## config.mk

```make
export PLATFORM = sky130hd
export DESIGN_NAME = io_bus_arbiter_flat
export DESIGN_NICKNAME = d
export VERILOG_FILES = /design/src/rtl/io_bus_arbiter_if.sv /design/src/rtl/io_bus_arbiter.sv /design/src/flat_wrapper.sv
export SDC_FILE = /design/constraint.sdc
export NUM_CORES = 1
export LEC_CHECK = 0
export ABC_AREA = 1
export CAP_MARGIN = 10
export CELL_PAD_IN_SITES_DETAIL_PLACEMENT = 0
export CELL_PAD_IN_SITES_GLOBAL_PLACEMENT = 2
export CORE_ASPECT_RATIO = 0.75
export CORE_MARGIN = 3
export CORE_UTILIZATION = 29
export DETAILED_ROUTE_END_ITERATION = 12
export DONT_BUFFER_PORTS = 1
export MAX_ROUTING_LAYER = met4
export PLACE_DENSITY_LB_ADDON = 0.1
export SYNTH_ARGS = -nofsm -noshare
export SYNTH_HDL_FRONTEND = slang
export SYNTH_SLANG_ARGS = --single-unit
```

## constraint.sdc

```tcl
create_clock -name sys_clk_i -period 2.6 [get_ports sys_clk_i]
set_input_delay 0.65 -clock sys_clk_i [delete_from_list [all_inputs] [get_ports sys_clk_i]]
set_output_delay 0.65 -clock sys_clk_i [all_outputs]
set_load 0.02 [all_outputs]
```

## src/rtl/io_bus_arbiter_if.sv

```systemverilog
// Signal bundle between the J1 I/O port, the second bus master (M2) and the peripherals.
// The arbiter connects through the slave modport and the CPU/M2/peripheral side through master.
interface io_bus_arbiter_if;
  logic        cpu_rd;
  logic        cpu_wr;
  logic [15:0] cpu_addr;
  logic [15:0] cpu_dout;
  logic [15:0] cpu_din;
  logic        m2_req;
  logic        m2_we;
  logic [15:0] m2_addr;
  logic [15:0] m2_wdata;
  logic        m2_ack;
  logic        m2_err;
  logic [15:0] m2_rdata;
  logic        bus_rd;
  logic        bus_wr;
  logic [15:0] bus_addr;
  logic [15:0] bus_dout;
  logic [4:0]  cs;
  logic [79:0] per_rdata;
  logic [7:0]  conflict_cnt;
  logic        conflict_clr;

  modport slave (
    input  cpu_rd, cpu_wr, cpu_addr, cpu_dout,
    input  m2_req, m2_we, m2_addr, m2_wdata,
    input  per_rdata, conflict_clr,
    output cpu_din, m2_ack, m2_err, m2_rdata,
    output bus_rd, bus_wr, bus_addr, bus_dout, cs, conflict_cnt
  );

  modport master (
    output cpu_rd, cpu_wr, cpu_addr, cpu_dout,
    output m2_req, m2_we, m2_addr, m2_wdata,
    output per_rdata, conflict_clr,
    input  cpu_din, m2_ack, m2_err, m2_rdata,
    input  bus_rd, bus_wr, bus_addr, bus_dout, cs, conflict_cnt
  );
endinterface

```

## src/rtl/io_bus_arbiter.sv

```systemverilog
// J1 peripheral bus arbiter: CPU has zero-latency ownership, M2 gets idle CPU slots.
// Also owns the page decode, chip selects and read-data return mux.
module io_bus_arbiter #(
  parameter int          MAX_WAIT   = 64,
  parameter logic [15:0] DEFAULT_RD = 16'h0666
) (
  input  logic             sys_clk_i,
  input  logic             sys_rst_i,
  io_bus_arbiter_if.slave  bus_if,
  output logic [1:0]       state_dbg
);

  localparam int WW = $clog2(MAX_WAIT + 1);

  typedef enum logic [1:0] {IDLE = 2'd0, PEND = 2'd1, DONE = 2'd2, ABORT = 2'd3} state_t;

  state_t      state;
  logic [WW-1:0] wait_cnt;
  logic [15:0] lat_addr;
  logic [15:0] lat_wdata;
  logic        lat_we;
  logic        m2_ack_q;
  logic        m2_err_q;
  logic [15:0] m2_rdata_q;
  logic [7:0]  conflict_q;

  logic        cpu_act;
  logic        bus_rd_w;
  logic        bus_wr_w;
  logic [15:0] bus_addr_w;
  logic [15:0] bus_dout_w;
  logic [4:0]  cs_w;
  logic [15:0] rd_mux;

  // Bus ownership: the CPU always wins; M2 drives only from PEND in a CPU-idle cycle.
  always_comb begin
    cpu_act    = bus_if.cpu_rd | bus_if.cpu_wr;
    bus_rd_w   = 1'b0;
    bus_wr_w   = 1'b0;
    bus_addr_w = bus_if.cpu_addr;
    bus_dout_w = bus_if.cpu_dout;
    if (cpu_act) begin
      bus_rd_w = bus_if.cpu_rd;
      bus_wr_w = bus_if.cpu_wr;
    end else if (state == PEND) begin
      bus_addr_w = lat_addr;
      bus_dout_w = lat_wdata;
      bus_wr_w   = lat_we;
      bus_rd_w   = ~lat_we;
    end
  end

  always_comb begin
    case (bus_addr_w[15:8])
      8'h67:               cs_w = 5'b00001;
      8'h68:               cs_w = 5'b00010;
      8'h69:               cs_w = 5'b00100;
      8'h70, 8'h71, 8'h72: cs_w = 5'b01000;
      8'h73:               cs_w = 5'b10000;
      default:             cs_w = 5'b00000;
    endcase
  end

  always_comb begin
    case (cs_w)
      5'b00001: rd_mux = bus_if.per_rdata[15:0];
      5'b00010: rd_mux = bus_if.per_rdata[31:16];
      5'b00100: rd_mux = bus_if.per_rdata[47:32];
      5'b01000: rd_mux = bus_if.per_rdata[63:48];
      5'b10000: rd_mux = bus_if.per_rdata[79:64];
      default:  rd_mux = DEFAULT_RD;
    endcase
  end

  // M2 handshake: m2_req is sampled only in IDLE; m2_ack is a one-cycle completion pulse
  // (with m2_err on abort), and M2 must drop m2_req in its ack cycle to avoid a repeat.
  always_ff @(posedge sys_clk_i or posedge sys_rst_i) begin
    if (sys_rst_i) begin
      state      <= IDLE;
      wait_cnt   <= '0;
      lat_addr   <= '0;
      lat_wdata  <= '0;
      lat_we     <= 1'b0;
      m2_ack_q   <= 1'b0;
      m2_err_q   <= 1'b0;
      m2_rdata_q <= '0;
      conflict_q <= '0;
    end else begin
      m2_ack_q <= 1'b0;
      m2_err_q <= 1'b0;
      if (bus_if.conflict_clr)
        conflict_q <= '0;
      else if (state == PEND && cpu_act && conflict_q != 8'hFF)
        conflict_q <= conflict_q + 8'd1;
      case (state)
        IDLE: begin
          if (bus_if.m2_req) begin
            lat_addr  <= bus_if.m2_addr;
            lat_wdata <= bus_if.m2_wdata;
            lat_we    <= bus_if.m2_we;
            wait_cnt  <= '0;
            state     <= PEND;
          end
        end
        PEND: begin
          if (!cpu_act) begin
            if (!lat_we) m2_rdata_q <= rd_mux;
            m2_ack_q <= 1'b1;
            state    <= DONE;
          end else begin
            wait_cnt <= wait_cnt + WW'(1);
            if (wait_cnt == WW'(MAX_WAIT - 1)) begin
              m2_ack_q <= 1'b1;
              m2_err_q <= 1'b1;
              state    <= ABORT;
            end
          end
        end
        DONE:    state <= IDLE;
        ABORT:   state <= IDLE;
        default: state <= IDLE;
      endcase
    end
  end

  assign bus_if.bus_rd       = bus_rd_w;
  assign bus_if.bus_wr       = bus_wr_w;
  assign bus_if.bus_addr     = bus_addr_w;
  assign bus_if.bus_dout     = bus_dout_w;
  assign bus_if.cs           = cs_w;
  assign bus_if.cpu_din      = rd_mux;
  assign bus_if.m2_ack       = m2_ack_q;
  assign bus_if.m2_err       = m2_err_q;
  assign bus_if.m2_rdata     = m2_rdata_q;
  assign bus_if.conflict_cnt = conflict_q;
  assign state_dbg           = state;

endmodule

```

## src/flat_wrapper.sv

```systemverilog
// flat-port wrapper written by rule: the top's interface ports become plain ports
module io_bus_arbiter_flat 
#(
  parameter int          MAX_WAIT   = 64,
  parameter logic [15:0] DEFAULT_RD = 16'h0666
)
  (sys_clk_i, sys_rst_i, state_dbg, bus_if_cpu_rd, bus_if_cpu_wr, bus_if_cpu_addr, bus_if_cpu_dout, bus_if_m2_req, bus_if_m2_we, bus_if_m2_addr, bus_if_m2_wdata, bus_if_per_rdata, bus_if_conflict_clr, bus_if_cpu_din, bus_if_m2_ack, bus_if_m2_err, bus_if_m2_rdata, bus_if_bus_rd, bus_if_bus_wr, bus_if_bus_addr, bus_if_bus_dout, bus_if_cs, bus_if_conflict_cnt);
  io_bus_arbiter_if bus_if_i ();
  input  logic sys_clk_i;
  input  logic sys_rst_i;
  output logic [1:0] state_dbg;
  input wire logic [$bits(bus_if_i.cpu_rd)-1:0] bus_if_cpu_rd;
  input wire logic [$bits(bus_if_i.cpu_wr)-1:0] bus_if_cpu_wr;
  input wire logic [$bits(bus_if_i.cpu_addr)-1:0] bus_if_cpu_addr;
  input wire logic [$bits(bus_if_i.cpu_dout)-1:0] bus_if_cpu_dout;
  input wire logic [$bits(bus_if_i.m2_req)-1:0] bus_if_m2_req;
  input wire logic [$bits(bus_if_i.m2_we)-1:0] bus_if_m2_we;
  input wire logic [$bits(bus_if_i.m2_addr)-1:0] bus_if_m2_addr;
  input wire logic [$bits(bus_if_i.m2_wdata)-1:0] bus_if_m2_wdata;
  input wire logic [$bits(bus_if_i.per_rdata)-1:0] bus_if_per_rdata;
  input wire logic [$bits(bus_if_i.conflict_clr)-1:0] bus_if_conflict_clr;
  output wire logic [$bits(bus_if_i.cpu_din)-1:0] bus_if_cpu_din;
  output wire logic [$bits(bus_if_i.m2_ack)-1:0] bus_if_m2_ack;
  output wire logic [$bits(bus_if_i.m2_err)-1:0] bus_if_m2_err;
  output wire logic [$bits(bus_if_i.m2_rdata)-1:0] bus_if_m2_rdata;
  output wire logic [$bits(bus_if_i.bus_rd)-1:0] bus_if_bus_rd;
  output wire logic [$bits(bus_if_i.bus_wr)-1:0] bus_if_bus_wr;
  output wire logic [$bits(bus_if_i.bus_addr)-1:0] bus_if_bus_addr;
  output wire logic [$bits(bus_if_i.bus_dout)-1:0] bus_if_bus_dout;
  output wire logic [$bits(bus_if_i.cs)-1:0] bus_if_cs;
  output wire logic [$bits(bus_if_i.conflict_cnt)-1:0] bus_if_conflict_cnt;
  assign bus_if_i.cpu_rd = bus_if_cpu_rd;
  assign bus_if_i.cpu_wr = bus_if_cpu_wr;
  assign bus_if_i.cpu_addr = bus_if_cpu_addr;
  assign bus_if_i.cpu_dout = bus_if_cpu_dout;
  assign bus_if_i.m2_req = bus_if_m2_req;
  assign bus_if_i.m2_we = bus_if_m2_we;
  assign bus_if_i.m2_addr = bus_if_m2_addr;
  assign bus_if_i.m2_wdata = bus_if_m2_wdata;
  assign bus_if_i.per_rdata = bus_if_per_rdata;
  assign bus_if_i.conflict_clr = bus_if_conflict_clr;
  assign bus_if_cpu_din = bus_if_i.cpu_din;
  assign bus_if_m2_ack = bus_if_i.m2_ack;
  assign bus_if_m2_err = bus_if_i.m2_err;
  assign bus_if_m2_rdata = bus_if_i.m2_rdata;
  assign bus_if_bus_rd = bus_if_i.bus_rd;
  assign bus_if_bus_wr = bus_if_i.bus_wr;
  assign bus_if_bus_addr = bus_if_i.bus_addr;
  assign bus_if_bus_dout = bus_if_i.bus_dout;
  assign bus_if_cs = bus_if_i.cs;
  assign bus_if_conflict_cnt = bus_if_i.conflict_cnt;
  io_bus_arbiter #(.MAX_WAIT(MAX_WAIT), .DEFAULT_RD(DEFAULT_RD)) u_core (.sys_clk_i(sys_clk_i), .sys_rst_i(sys_rst_i), .bus_if(bus_if_i), .state_dbg(state_dbg));
endmodule
```

# Yosys cells after proc, flatten, opt, wreduce, memory -nomap -nowiden
# Index checks and enable logic that the tools add are counted.
[op_classes] eq_ne=20 n_reduce_logical=11 bitwise_logic=3 mux=24 addsub=2
[ops] operator="one-hot mux 16 bit (5 select lines)" n=1
[ops] operator="2-to-1 mux 16 bit" n=4
[ops] operator="equality test 8 x 7 -> 1 bit (second input constant)" n=7
[ops] operator="one-hot mux 5 bit (5 select lines)" n=1
[ops] operator="2-to-1 mux 8 bit" n=2
[ops] operator="2-to-1 mux 7 bit" n=2
[ops] operator="one-hot mux 7 bit (2 select lines)" n=1
[ops] operator="2-to-1 mux 1 bit" n=9
[ops] operator="adder 8 x 1 -> 8 bit (second input constant)" n=1
[ops] operator="inequality test 8 bit (second input constant)" n=1
[ops] operator="adder 7 x 1 -> 7 bit (second input constant)" n=1
[ops] operator="equality test 7 x 6 -> 1 bit (second input constant)" n=1
[ops] operator="2-to-1 mux 2 bit" n=3
[ops] operator="one-hot mux 2 bit (3 select lines)" n=1
[ops] operator="AND reduction 3 bit" n=2
[ops] operator="equality test 5 x 1 -> 1 bit (second input constant)" n=1
[ops] operator="equality test 5 x 2 -> 1 bit (second input constant)" n=1
[ops] operator="equality test 5 x 3 -> 1 bit (second input constant)" n=1
[ops] operator="equality test 5 x 4 -> 1 bit (second input constant)" n=1
[ops] operator="equality test 5 bit (second input constant)" n=1
[ops] operator="equality test 2 bit (second input constant)" n=2
[ops] operator="AND reduction 2 bit" n=2
[ops] operator="nonzero test 2 bit" n=2
[ops] operator="inequality test 3 bit (second input constant)" n=1
[ops] operator="other kinds (9)" n=11
[word_totals] input_bits=151 regBits=68 out_inout_bits=83 wordCells=69

# Depth between registers and ports, before layout
# Gate-level depths: netlist of run 1.
[depth] depth_word=8 depth_mapped=16

# Worst setup path after synthesis of run 1
# Ideal clock, no wire load.
[synth_path] path_kind="input-to-output" startpoint="in bus_if_cpu_wr" endpoint="out bus_if_cpu_din[4]" arrival_ns=2.156 t_required_ns=1.950 setup_slack_ns=-0.206 path_buffers=1 path_stages=11 cell_sequence="nor2_2 clkbuf_4 nand3_1 nand2_1 nand2_2 nor2_4 nand2_4 clkinv_2 nand2_1 nand3_1 or2_1"
[synth_via] elab_chain_len=7 word_cells_on_any_way=17 classes_between="eq/ne (12); mux (3); bitwise (1); reduce/logical (1)"
[synth_lines] item="start, declared" line_no="flat_wrapper.sv:13" source="input wire logic [$bits(bus_if_i.cpu_wr)-1:0] bus_if_cpu_wr;"
[synth_lines] item="OR 1 bit (*)" line_no="io_bus_arbiter.sv:37" source="cpu_act = bus_if.cpu_rd | bus_if.cpu_wr;"
[synth_lines] item="2-to-1 mux 16 bit (*)" line_no="io_bus_arbiter.sv:42" source="if (cpu_act) begin"
[synth_lines] item="net bus_if_bus_addr[11]" line_no="flat_wrapper.sv:28" source="output wire logic [$bits(bus_if_i.bus_addr)-1:0] bus_if_bus_addr;"
[synth_lines] item="equality test 8 x 7 -> 1 bit" line_no="io_bus_arbiter.sv:54" source="case (bus_addr_w[15:8])"
[synth_lines] item="OR reduction 3 bit" line_no="io_bus_arbiter.sv:54"
[synth_lines] item="one-hot mux 5 bit (5 select lines) (*)" line_no="io_bus_arbiter.sv:54"
[synth_lines] item="net bus_if_cs[1]" line_no="flat_wrapper.sv:30" source="output wire logic [$bits(bus_if_i.cs)-1:0] bus_if_cs;"
[synth_lines] item="equality test 5 bit (tied with other cells)" line_no="io_bus_arbiter.sv:65" source="case (cs_w)"
[synth_lines] item="one-hot mux 16 bit (5 select lines) (*)" line_no="io_bus_arbiter.sv:65"
[synth_lines] item="end, declared" line_no="flat_wrapper.sv:22" source="output wire logic [$bits(bus_if_i.cpu_din)-1:0] bus_if_cpu_din;"
# Mark *: on every way through the listed nets, which the timed path passes. The rest lies on a longest branch.

# Final worst setup path of run 1
[layout_path] startpoint="reg u_core.state[1] (netlist: u_core.state_dbg[1])" endpoint="out bus_if_cpu_din[13]"
[layout_via] elab_chain_len=8 word_cells_on_any_way=18 classes_between="eq/ne (13); mux (4); reduce/logical (1)"
[layout_lines] item="start, declared" line_no="io_bus_arbiter.sv:17" source="state_t state;"
[layout_lines] item="start signal, assigned" line_no="io_bus_arbiter.sv:79" source="state <= IDLE;"
[layout_lines] item="start signal, assigned" line_no="io_bus_arbiter.sv:102" source="state <= PEND;"
[layout_lines] item="start signal, assigned" line_no="io_bus_arbiter.sv:109" source="state <= DONE;"
[layout_lines] item="equality test 2 x 1 -> 1 bit (*)" line_no="io_bus_arbiter.sv:45" source="end else if (state == PEND) begin"
[layout_lines] item="2-to-1 mux 16 bit (*)" line_no="io_bus_arbiter.sv:45"
[layout_lines] item="2-to-1 mux 16 bit (*)" line_no="io_bus_arbiter.sv:42"
[layout_lines] item="equality test 8 x 7 -> 1 bit" line_no="io_bus_arbiter.sv:54"
[layout_lines] item="OR reduction 3 bit" line_no="io_bus_arbiter.sv:54"
[layout_lines] item="one-hot mux 5 bit (5 select lines) (*)" line_no="io_bus_arbiter.sv:54"
[layout_lines] item="equality test 5 bit (tied with other cells)" line_no="io_bus_arbiter.sv:65"
[layout_lines] item="one-hot mux 16 bit (5 select lines) (*)" line_no="io_bus_arbiter.sv:65"
# Mark *: on every way between the ends. The rest lies on a longest branch, timed or not.

==> results.txt, run 1 <==
----------------------------------------------------
[Run status]
  Status ... finished with violations
  Violations in the final reports ... setup timing

[Synthesis]
  Count of synthesis-stage warnings from yosys ... 0
  Combinational family with the most area after synthesis ... simple AND/OR/NAND/NOR gates
  Count leader, synth ... nand2_1
  Sequential area share after synthesis ... 38.9%
  Mapped Avg Cell Area ... 7.07 um2
  Area fraction in compound gates after synthesis ... 8.24%
  Cell area after synthesis ... 4380 um2
  Basic-gate share of the synthesized area counting and, or, nand and nor cells ... 41.8%
  Number of synthesized flops with an enable pin ... 0
  Syn_nets ... 772
  Mux cell area share after synthesis ... 0%
  Cells after Synth ... 619
  Top FF cell, synth ... dfrtp_1
  Adder and majority cell fraction of the synthesized area ... 0.572%
  Biggest area consumer among synthesized cells ... dfrtp_1
  List of most frequent post-synthesis cells ... nand2_1 (233), dfrtp_1 (68), nand3_1 (63), inv_1 (60), o21ai_0 (46)
  Number of distinct standard cells referenced by the synthesized netlist ... 34
  Top cell type's share of synthesized area ... 38.9%
  Synth area leaders ... dfrtp_1 (39%), nand2_1 (20%), nand3_1 (7.2%)
  Async set-or-reset flop fraction in the synthesized netlist ... 100%
  Xor/xnor share of the synthesized area ... 0.200%
  #FFs+latches synth ... 68

[Global route]
  Antenna violations before repair ... 0
  Combined global-route utilization of all metal layers ... 18.6%
  First-pass GRT wire length ... 23.6 mm
  GRT overflow ... 0
  Pin count of the biggest net entering global routing ... 41
  Via count of the first global-routing pass ... 4,381

[Min path]
  Hold Path Class ... primary input to async pin

[Pwr]
  Part of the total power dissipated in sequential elements ... 37.0%
  Pwr Density ... 729 nW/um2
  Lkg Pwr ... 3.23 nW
  Clock Power Share ... 24.6%
  Total chip power ... 4.59 mW
  Peak supply drop ... 0.000359 V
  Net switching power ... 1.86 mW
  Combinational power share ... 38.4%
  Cell internal pwr ... 2.73 mW
  Switch share ... 40.5%

[STA]
  Aggregate negative setup slack ... -3.79 ns
  Final hold viol count ... 0
  Unrepaired setup endpoints after global routing ... true
  Post-route minimum period ... 2.86 ns
  Maximum operating frequency ... 0.349 GHz
  Final Cycle Share ... 110%
  Pins Over Slew Limit ... 0
  Number of endpoints failing setup at the final stage ... 18
  Rel. slew slack ... 60.9%
  Worst path setup slack after routing ... -0.265 ns
  Worst-Margin Slew ... 0.586 ns
  Final worst clock skew ... 0.00906 ns

[Clocking]
  Maximum number of buffers from clock root to sink ... 2
  Count of clock tree sinks ... 68
  Clock insertion delay at the later pin of the skew report ... 0.33 ns
  TritonCTS clock tree ... built
  H-tree Lvls ... 3
  Number of buffers added by the clock tree synthesis step ... 9
  CTS Hold Buffers Added ... 0
  Clock-pin slew of the registers on the worst-case setup and hold paths ... 0.06 ns
  Root buffer cell ... clkbuf_16

[Worst setup path]
  Max stage delay on crit path ... 0.41 ns
  Critical path startpoint category ... flip-flop
  Stages on the worst setup path ... 13
  Worst reg-to-reg path cell count ... 20
  Most frequent cell on the critical path ... nand2_4
  Start of the worst register-to-register path ... u_core.state_dbg[1]
  Total buffers and inverters traversed by the critical path ... 3
  Crit Path Class ... flip-flop to output pin
  Worst Setup End Kind ... output pin
  Critical-path maximum fanout ... 8
  Slowest cell on crit path ... dfrtp_1
  List of cells traversed by the critical path ... nor2_4, nand2_4, buf_12, nand2_4, nand2_4, nand2_4, nor2_8, buf_12, nand2_8, clkinv_8, nand2_4, nand2_2, or2_4
  Arrival time of the worst setup path ... 2.21 ns
  WP data required ... 1.95 ns
  Launching element of the worst setup path ... u_core.state_dbg[1]
  Worst path top cell family by delay ... simple AND/OR/NAND/NOR gates

[Floorplanning]
  Die area ... 16,600 um2
  Placement Rows ... 38
  Effective utilization at floorplan ... 30.0%
  Core footprint ... 14,600 um2
  Die Span Y ... 112 um
  Number of I/O pins ... 234
  Die width ... 148 um

[Placement]
  Detailed-placement wirelength estimate ... 11.2 mm
  Count of buffers inserted at the top-level ports ... 0
  Weighted congestion at the end of routability-driven global placement ... 0.825

[Drt]
  Iter 0 DRT Violations ... 294
  Total via count after detailed routing ... 4,325
  Mean routed wirelength per cell ... 16.5 um
  Post-detailed-route count of antenna-violating nets ... 0
  Via/cell ratio ... 4.68
  Drc violations ... 0
  Overall routed net length ... 15.2 mm
  1st-pass router iterations ... 4

[Layout]
  Antenna Cells ... 0
  Nets ... 874
  Share of post-route cells with drive strength above 1 ... 36.4%
  Relative area change from synthesis to final layout ... 43.7%
  Filler instances ... 1,498

[Flow run]
  Number of maximum-capacitance violations ... 0

----------------------------------------------------
## metrics by stage
| step | std cells | worst slack, ns | cell area, um2 | hold WS (ns) | util (%) |
|---|---|---|---|---|---|
| global route | 925 | -0.395 | 6290 | 0.274 | 43.1 |
| global placement | 874 | -0.123 | 5180 | 0.463 | 35.5 |
| detailed placement | 874 | -0.158 | 5180 | 0.467 | 35.5 |
| floorplan | 619 | 0.00800 | 4450 | 0.449 | - |
| finish | 925 | -0.265 | 6290 | 0.238 | 43.1 |
| CTS | 921 | -0.255 | 6080 | 0.250 | 41.7 |
## power by group through the flow
stage / Clock [mW] / Sequential (mW) / Combinational (mW)
global placement: 0 / 1.70 / 1.48
floorplan: 0 / 1.66 / 1.04
detailed placement: 0 / 1.70 / 1.50
CTS: 1.19 / 1.69 / 1.77
global route: 1.22 / 1.74 / 1.98
finish: 1.13 / 1.70 / 1.76
## final timing paths
path / endpoint / slack, ns
setup / recovery: bus_if_cpu_din[13] / -0.26
hold / removal: u_core.lat_wdata[12] / 0.24
setup reg to reg: u_core.bus_if.m2_rdata[13] / -0.21
hold reg to reg: u_core.lat_addr[1] / 0.48
max in group asynchronous: u_core.lat_wdata[2] / 1.73
min in group sys_clk_i: u_core.bus_if.conflict_cnt[0] / 0.38
## sequential cells by signal, indices dropped and copies added, names as in the netlist
| signal | flops |
|---|---|
| u_core.lat_wdata | 16 |
| u_core.bus_if.m2_rdata | 16 |
| u_core.bus_if.m2_ack | 1 |
| u_core.lat_addr | 16 |
| u_core.state_dbg | 2 |
| u_core.bus_if.m2_err | 1 |
| u_core.bus_if.conflict_cnt | 8 |
| u_core.lat_we | 1 |
| u_core.wait_cnt | 7 |
## kinds of logic after synthesis
logic type | count (synthesis)
buffers and inverters | 93
XOR/XNOR | 1
AO/OA/AOI/OAI | 69
flip-flops | 68
adder cells (fa/ha/maj) | 2
AND/OR/NAND/NOR | 386
## final cells by class
cell class              instances  area [um2]  share of cell area, %
inverters                      67         283                   4.50
well taps                     200         250                   3.98
multi-input cells             458        2660                   42.3
clock inverters                 6        41.3                  0.657
flip-flops and latches         68        1700                   27.1
repair inverters                1        11.3                  0.179
clock buffers                   9         225                   3.58
repair buffers                116        1120                   17.8
## per-layer routing
metal	track usage [%]	vias up	wire length [um]
met3	5.13	17	1260
li1	-	2165	-
met5	-	-	0
met4	5.35	0	236
met2	26.5	176	6540
met1	25.9	1967	7190
## cells in the final DEF, fill, tap and decap left out, drive strengths merged
cell        n
nand2     251
buf       114
nand3      82
dfrtp      68
inv        66
o21ai      57
nor2       35
or2        10
clkbuf     10
a21oi       7
nor3        5
clkinv      5
clkinvlp    3
a31oi       2
nand3b      2
ha          2
o21a        1
a221oi      1
xor2        1
a211oi      1
nor4        1
bufbuf      1
## repair_timing
item | in CTS | in global routing
hold endpoints to repair | 0 | 0
pin swaps | 38 | 33
setup buffers | 28 | 6
endpoints found under the setup margin | 21 | 39
gates resized for setup | 81 | 57
gates cloned | 4 | 1
(Power assumes the default switching activity.)
==> run 2, diff against run 1 <==
--- a/config.mk
+++ b/config.mk
@@ -12,10 +12,13 @@
 export CORE_ASPECT_RATIO = 0.75
 export CORE_MARGIN = 3
 export CORE_UTILIZATION = 29
+export CTS_CLUSTER_DIAMETER = 120
 export DETAILED_ROUTE_END_ITERATION = 12
 export DONT_BUFFER_PORTS = 1
 export MAX_ROUTING_LAYER = met4
 export PLACE_DENSITY_LB_ADDON = 0.1
+export SLEW_MARGIN = 15
 export SYNTH_ARGS = -nofsm -noshare
 export SYNTH_HDL_FRONTEND = slang
 export SYNTH_SLANG_ARGS = --single-unit
+export TNS_END_PERCENT = 5
==> results.txt, run 2 (synthesis results as in run 1) <==
----------------------------------------------------
[STA]
  Maximum operating frequency ... 0.348 GHz (-0.24%)
  Number of endpoints failing setup at the final stage ... 21 (+3)
  Pins Over Slew Limit ... 0 (unchanged)
  Rel. slew slack ... 60.7% (-0.18 points)
  Final Cycle Share ... 110% (+0.27 points)
  Worst-Margin Slew ... 0.588 ns (+0.00276 ns)
  Post-route minimum period ... 2.87 ns (+0.00698 ns)
  Worst path setup slack after routing ... -0.272 ns (-0.00698 ns)
  Final hold viol count ... 0 (unchanged)
  Aggregate negative setup slack ... -4.03 ns (-0.244 ns)
  Unrepaired setup endpoints after global routing ... true
  Final worst clock skew ... 0.00877 ns (-0.000290 ns)

[Global route]
  Pin count of the biggest net entering global routing ... 41 (unchanged)
  GRT overflow ... 0 (unchanged)
  Antenna violations before repair ... 0 (unchanged)
  Via count of the first global-routing pass ... 4,372 (-0.21%)
  Combined global-route utilization of all metal layers ... 18.6% (unchanged)
  First-pass GRT wire length ... 23.6 mm (unchanged)

[Drt]
  Overall routed net length ... 15.3 mm (+0.19%)
  Drc violations ... 0 (unchanged)
  Iter 0 DRT Violations ... 328 (+12%)
  Mean routed wirelength per cell ... 16.6 um (+0.63%)
  1st-pass router iterations ... 4 (unchanged)
  Via/cell ratio ... 4.64 (-0.66%)
  Post-detailed-route count of antenna-violating nets ... 0 (unchanged)
  Total via count after detailed routing ... 4,278 (-1.1%)

[Clocking]
  TritonCTS clock tree ... built
  Clock insertion delay at the later pin of the skew report ... 0.33 ns (about the same)
  CTS Hold Buffers Added ... 0 (unchanged)
  Number of buffers added by the clock tree synthesis step ... 9 (unchanged)
  Clock-pin slew of the registers on the worst-case setup and hold paths ... 0.06 ns (about the same)
  Maximum number of buffers from clock root to sink ... 2 (unchanged)
  Count of clock tree sinks ... 68 (unchanged)
  Root buffer cell ... clkbuf_16
  H-tree Lvls ... 3 (unchanged)

[Layout]
  Relative area change from synthesis to final layout ... 41.6%
  Area occupied by multi-input gates ... 2610 um2 (-1.8%)
  FF/Latch Area ... 1700 um2 (unchanged)
  Nets ... 870 (-0.46%)
  Most common library cell in the layout ignoring fill and taps ... nand2_1
  Share of post-route cells with drive strength above 1 ... 34.7% (-1.7 points)
  Fin util ... 42.4% (-0.63 points)
  Filler instances ... 1,515 (+1.1%)
  Most used cells in the layout excluding fill and tap cells ... nand2_1 (208), buf_4 (84), dfrtp_1 (68)
  Antenna Cells ... 0 (unchanged)

[Floorplanning]
  Placement Rows ... 38 (unchanged)
  Effective utilization at floorplan ... 30.0% (unchanged)
  Number of I/O pins ... 234 (unchanged)
  Die width ... 148 um (unchanged)
  Die area ... 16,600 um2 (unchanged)
  Die Span Y ... 112 um (unchanged)
  Core footprint ... 14,600 um2 (unchanged)

[Worst setup path]
  Worst reg-to-reg path cell count ... 21 (+5.0%)
  Critical path startpoint category ... flip-flop
  Crit Path Class ... flip-flop to output pin
  Critical-path maximum fanout ... 8 (unchanged)
  Worst Setup End Kind ... output pin
  Arrival time of the worst setup path ... 2.22 ns (about the same)
  WP data required ... 1.95 ns (about the same)

[Placement]
  Count of buffers inserted at the top-level ports ... 0 (unchanged)
  Detailed-placement wirelength estimate ... 11.2 mm (unchanged)
  Weighted congestion at the end of routability-driven global placement ... 0.825 (unchanged)

[Run status]
  Status ... finished with violations
  Violations in the final reports ... setup timing

[Pwr]
  Peak supply drop ... 0.000358 V (-0.25%)
  Pwr Density ... 740 nW/um2 (+1.5%)
  Lkg Pwr ... 3.22 nW (-0.27%)

[Min path]
  Hold Path Class ... primary input to async pin

[Flow run]
  Number of maximum-capacitance violations ... 0 (unchanged)

----------------------------------------------------
[run 2: cell types whose count changed in the layout (fill, tap and decap cells not counted), sizes merged]
cell | before | now
buf | 114 | 110
[run 2: what timing repair did]
| action | 4_1_cts | 5_1_grt |
|---|---|---|
| setup buffers | 27 | 2 |
| resized for setup | 82 | 36 |
| setup endpoints to repair | 21 | 39 |
| pin swaps | 38 | 20 |
| cloned | 4 | 1 |
[run 2: area by class of cell]
| class | instances | area share (%) |
|---|---|---|
| Clock buffer | 9 | 3.63 |
| Tap cell | 200 | 4.04 |
| Timing Repair Buffer | 112 | 17.3 |
| Clock inverter | 6 | 0.666 |
| Timing Repair inverter | 1 | 0.182 |
| Multi-Input combinational cell | 458 | 42.1 |
| Sequential cell | 68 | 27.5 |
| Inverter | 67 | 4.52 |
[run 2: layer usage]
metal | vias up | track usage (%) | part of all wire (%)
met5 | - | - | 0
met4 | 0 | 5.42 | 1.4
met3 | 15 | 5.04 | 7.6
met2 | 157 | 26.5 | 43
met1 | 1948 | 25.9 | 48
li1 | 2158 | - | -
[run 2: power breakdown]
group          internal [mW]  leakage (nW)  switching [mW]
logic                  0.688          2.22            1.08
registers               1.40         0.877           0.296
clock network          0.640         0.124           0.486
total                   2.73          3.22            1.86
[run 2: critical path, stage by stage (launching register included)]
cell	delay, ns
dfrtp_1	0.41
nor2_4	0.22
nand2_4	0.09
buf_12	0.15
nand2_4	0.06
nand2_4	0.06
nand2_4	0.10
nor2_8	0.06
buf_12	0.14
nand2_8	0.11
clkinv_8	0.09
nand2_4	0.06
nand2_2	0.06
or2_4	0.28
[run 2: stage by stage]
| stage | cells | total power, mW | cell area, um2 | setup slack, ns | hold WS [ns] |
|---|---|---|---|---|---|
| after floorplan | 619 | 2.70 | 4450 | 0.00800 | 0.449 |
| after global placement | 874 | 3.18 | 5180 | -0.123 | 0.463 |
| after detailed placement | 874 | 3.20 | 5180 | -0.158 | 0.467 |
| after CTS | 920 | 4.64 | 6080 | -0.255 | 0.250 |
| after global routing | 921 | 4.94 | 6200 | -0.404 | 0.274 |
| final | 921 | 4.59 | 6200 | -0.272 | 0.239 |
[run 2: path summary, 6_finish.rpt]
check                                    startpoint                             to  slack, ns
worst max register to register  u_core.state_dbg[1]     u_core.bus_if.m2_rdata[13]      -0.19
worst min register to register   u_core.lat_addr[1]             u_core.lat_addr[1]       0.48
max in group asynchronous                 sys_rst_i            u_core.lat_wdata[2]       1.72
min in group sys_clk_i          bus_if_conflict_clr  u_core.bus_if.conflict_cnt[0]       0.38
worst max-delay path            u_core.state_dbg[1]             bus_if_cpu_din[14]      -0.27
worst min-delay path                      sys_rst_i           u_core.lat_wdata[12]       0.24
